[config.mk]
export PLATFORM = sky130hd
export DESIGN_NAME = ccff_chain_loader
export DESIGN_NICKNAME = d
export VERILOG_FILES = /design/src/rtl/ccff_chain_loader.sv
export SDC_FILE = /design/constraint.sdc
export NUM_CORES = 1
export LEC_CHECK = 0
export BUFFER_PORTS_ARGS = -buffer_cell sky130_fd_sc_hd__buf_4
export CAP_MARGIN = 0
export CORE_MARGIN = 1
export CORE_UTILIZATION = 54
export DETAILED_ROUTE_END_ITERATION = 6
export PLACE_DENSITY = 0.77
export SETUP_SLACK_MARGIN = 0.4
export SYNTH_ARGS = -nofsm -noshare
export SYNTH_HDL_FRONTEND = slang
export SYNTH_SLANG_ARGS = --single-unit
[constraint.sdc]
create_clock -name prog_clock -period 2.4 [get_ports prog_clock]
set_input_delay 0.6 -clock prog_clock [delete_from_list [all_inputs] [get_ports prog_clock]]
set_output_delay 0.6 -clock prog_clock [all_outputs]
set_load 0.05 [all_outputs]
[src/rtl/ccff_chain_loader.sv]
// Serializes configuration words LSB-first into one CLB ccff chain, with an
// optional replay pass that checks the bits returning on ccff_tail.
module ccff_chain_loader #(
  parameter int CHAIN_LEN = 16,
  parameter int WORD_W    = 8
) (
  input  logic              prog_clock,
  input  logic              global_reset,
  input  logic              start,
  input  logic              verify,
  input  logic              abort,
  input  logic [WORD_W-1:0] cfg_word,
  input  logic              cfg_valid,
  output logic              cfg_ready,
  output logic              ccff_head,
  input  logic              ccff_tail,
  output logic              config_enable,
  output logic              busy,
  output logic              done,
  output logic              err
);

  localparam int PW = $clog2(CHAIN_LEN + 1);
  localparam int WW = $clog2(WORD_W + 1);

  typedef enum logic [1:0] {IDLE, LOAD, VERIFY, DONE} state_t;

  state_t            state, state_nxt;
  logic              vflag;
  logic [PW-1:0]     pass_left;
  logic [WW-1:0]     word_left;
  logic [WW-1:0]     word_load;
  logic [WORD_W-1:0] sr;
  logic              in_pass, shift, accept, pass_end, take_start;

  always_comb begin
    in_pass       = (state == LOAD) || (state == VERIFY);
    shift         = in_pass && (word_left != '0);
    cfg_ready     = in_pass && (word_left == '0) && (pass_left != '0);
    accept        = cfg_ready && cfg_valid;
    pass_end      = shift && (pass_left == PW'(1));
    take_start    = (state == IDLE) && start && !abort;
    config_enable = shift;
    ccff_head     = shift & sr[0];
    busy          = (state != IDLE);
    done          = (state == DONE);
    // the last word of a pass only contributes the bits the chain still needs
    word_load     = (32'(pass_left) >= 32'(WORD_W)) ? WW'(WORD_W) : WW'(pass_left);

    state_nxt = state;
    case (state)
      IDLE:    if (start) state_nxt = LOAD;
      LOAD:    if (pass_end) state_nxt = vflag ? VERIFY : DONE;
      VERIFY:  if (pass_end) state_nxt = DONE;
      DONE:    state_nxt = IDLE;
      default: state_nxt = IDLE;
    endcase
    if (abort) state_nxt = IDLE;
  end

  always_ff @(posedge prog_clock) begin
    if (global_reset) state <= IDLE;
    else              state <= state_nxt;
  end

  always_ff @(posedge prog_clock) begin
    if (global_reset || abort) begin
      vflag     <= 1'b0;
      pass_left <= '0;
      word_left <= '0;
    end else if (take_start) begin
      vflag     <= verify;
      pass_left <= PW'(CHAIN_LEN);
      word_left <= '0;
    end else if (accept) begin
      word_left <= word_load;
    end else if (shift) begin
      word_left <= word_left - WW'(1);
      // end of a load pass that is followed by verify re-arms the bit count
      if (pass_end && (state == LOAD) && vflag) pass_left <= PW'(CHAIN_LEN);
      else                                      pass_left <= pass_left - PW'(1);
    end
  end

  always_ff @(posedge prog_clock) begin
    if (accept)     sr <= cfg_word;
    else if (shift) sr <= sr >> 1;
  end

  always_ff @(posedge prog_clock) begin
    if (global_reset)                                         err <= 1'b0;
    else if (take_start)                                      err <= 1'b0;
    else if (!abort && (state == VERIFY) && shift && (ccff_tail != sr[0])) err <= 1'b1;
  end

endmodule

==> out/results.tsv <==
metric	value	unit
Clk pwr share	27.1	%
Final ANT Viol Nets	0	
n_diodes	0	
share of total power in combinational logic	15.4	%
register area share after synthesis	41.07	%
CP required	1.80	ns
Die Y	49.51	microns
Overflow after GRT	0	
Port Buffer Count	20	
routed len/inst	16.00	microns
Final Hold Viols	0	
status	completed	
CTS tree	built	
P_sw	0.0001690	W
# rows	16	
Slew Limit Fails	0	
Worst-path clk slew	0.13	ns
Yosys warnings	0	
CTS Buf Count	3	
Power Total	0.0006512	W
mapped cell area	0.001219	sq mm
final net count	188	
CP top delay family	simple AND/OR/NAND/NOR gates	
f_max	456.5	MHz
FFs w/ async S/R, synth	0	%
syn nets	147	
Least-Margin Pin Slew	0.4549	ns
Top FF cell, synth	dfxtp_1	
Initial Util	59.68	%
CTS H-tree lvls	1	
Synth top area share	21.36	%
CP bufs+invs	2	
vias in the first global route	1066	
Flop pwr share	57.5	%
leakage power	0.6733	nW
DP Wirelength	2008	microns
commonest non-fill, non-tap cell in the layout	buf_4	
Post-Route WL	3040	microns
Tot GR Track Use	27.89	%
Internal	0.0004821	W
Chip Width	49.51	microns
Min-Delay Path Class	in -> reg	
initial antenna violation count	0	
first-pass GRT wire length	5071	microns
Yosys cell types	40	
setup violators final	0	
Synth Area per Inst	9.908	sq um
max-cap violation count	0	
pre-CTS setup slack	0.1384	ns
TNS Setup	0	ns
Worst EP arrival	1.59	ns
synth top area cells	dfxtp_1, edfxtp_1, ha_1, mux2_4, nand2_1	
routability cong.	0.9303	
clk_lat worst skew	0.30	ns
vias per cell	5.726	
sw frac	25.96	%
die footprint	0.002451	sq mm
clk_skew	0.004954	ns
Max FO, Critical Path	4	
commonest non-fill, non-tap cells in the layout	buf_4, nand2_1, dfxtp_2	
share of layout cells above drive strength 1	46.01	%
Worst path max stage delay	0.41	ns
drc violations	0	
root buf cell	clkbuf_4	
RSZ-0062 raised after global routing	true	
Layout area overhead	34.29	%
initial drt markers	54	
Slew HR	69.59	%
critical path, cell by cell	inv_2 -> ha_4 -> or3b_4 -> and3_4 -> buf_8	
CP endpoint kind	output port	
leading area contributor after synthesis	dfxtp_1	
CTS max path bufs	2	
pin count of the biggest net entering global routing	14	
crit path time final	2.190	ns
DRT Pass-1 Iters	4	
pwr/cell area	397.9	mW/mm^2
CP max stage cell	or3b_4	
IO Pins	21	
critical setup path kind	reg -> out	
final period utilization	91.27	%
Via Count	1088	
Worst setup SP type	flip-flop	
EDFF count, synth	8	
final worst setup slack	0.2096	ns
flops & latches, synth	21	
clock sink total	21	
Core Region	0.002042	sq mm
worst vdd ir	0.2903	mV
synthesized instance count	123	
Hold Buf Count CTS	0	
## cells by family (layout without fill, tap and decap cells)
group	after synthesis	after routing	synth area share, %
buffers and inverters	10	50	3.696
AO/OA/AOI/OAI	22	22	12.63
AND/OR/NAND/NOR	49	49	21.15
flip-flops	21	21	41.07
adder cells (fa/ha/maj)	9	9	9.240
multiplexers	10	10	10.78
XOR/XNOR	2	2	1.438
## worst paths after layout
check                           depth (start not counted)  slack, ns         start            to
worst max-delay path                                    5       0.21  word_left[0]     ccff_head
worst min-delay path                                    2       0.46  global_reset         vflag
worst max register to register                          3       0.52  word_left[3]         sr[3]
worst min register to register                          2       0.50  pass_left[0]  pass_left[0]
## power groups by stage
stage           logic, W  clock network (W)  registers, W
2_1_floorplan  0.0000497                  0      0.000382
3_3_place_gp   0.0000784                  0      0.000383
3_5_place_dp   0.0000811                  0      0.000383
4_1_cts        0.0000946           0.000179      0.000374
5_1_grt         0.000107           0.000187      0.000375
6_report        0.000101           0.000176      0.000374
## what timing repair did
item | CTS | global route
endpoints found under the setup margin | 21 | 19
gates resized for setup | 21 | 6
cloned | 0 | 0
buffers inserted | 12 | 2
pin swaps | 6 | 4
## registers in the layout, summed over array words and instances (netlist names)
| signal | flops |
|---|---|
| err | 1 |
| state | 2 |
| word_left | 4 |
| pass_left | 5 |
| sr | 8 |
| vflag | 1 |
## synthesized netlist by cell type (2+ instances only)
cell type and number:
a211oi_1 2, a21oi_1 8, a31oi_1 3, and3_1 2
dfxtp_1 13, edfxtp_1 8, ha_1 9, inv_1 8
mux2_4 6, mux2i_1 3, nand2_1 12, nand3_1 7
nor2_1 8, nor2b_1 3, nor3_1 6
## metrics by stage
stage	cell area (sq um)	hold slack, ns	instances	util (%)
floorplan	1244	0.4566	123	-
global placement	1439	0.4755	172	70.47
detailed placement	1439	0.4833	172	70.47
CTS	1610	0.4538	188	78.86
global route	1637	0.4573	190	80.15
finish	1637	0.4604	190	80.15
## layer usage
layer | vias up | share of wire, % | global-route usage [%]
met1 | 498 | 44 | 35.49
met3 | 10 | 5.7 | 4.012
li1 | 526 | - | -
met5 | - | 0 | 0
met4 | 0 | 1.3 | 6.667
met2 | 54 | 49 | 49.54
## final cells by class
type                    count  area [sq um]
fillers                   130         405.4
multi-input cells          92         737.0
clock inverters             1         5.005
well taps                  27         33.78
inverters                   9         33.78
clock buffers               3         22.52
repair buffers             37         292.8
flip-flops and latches     21         511.7
(Power assumes the default switching activity.)
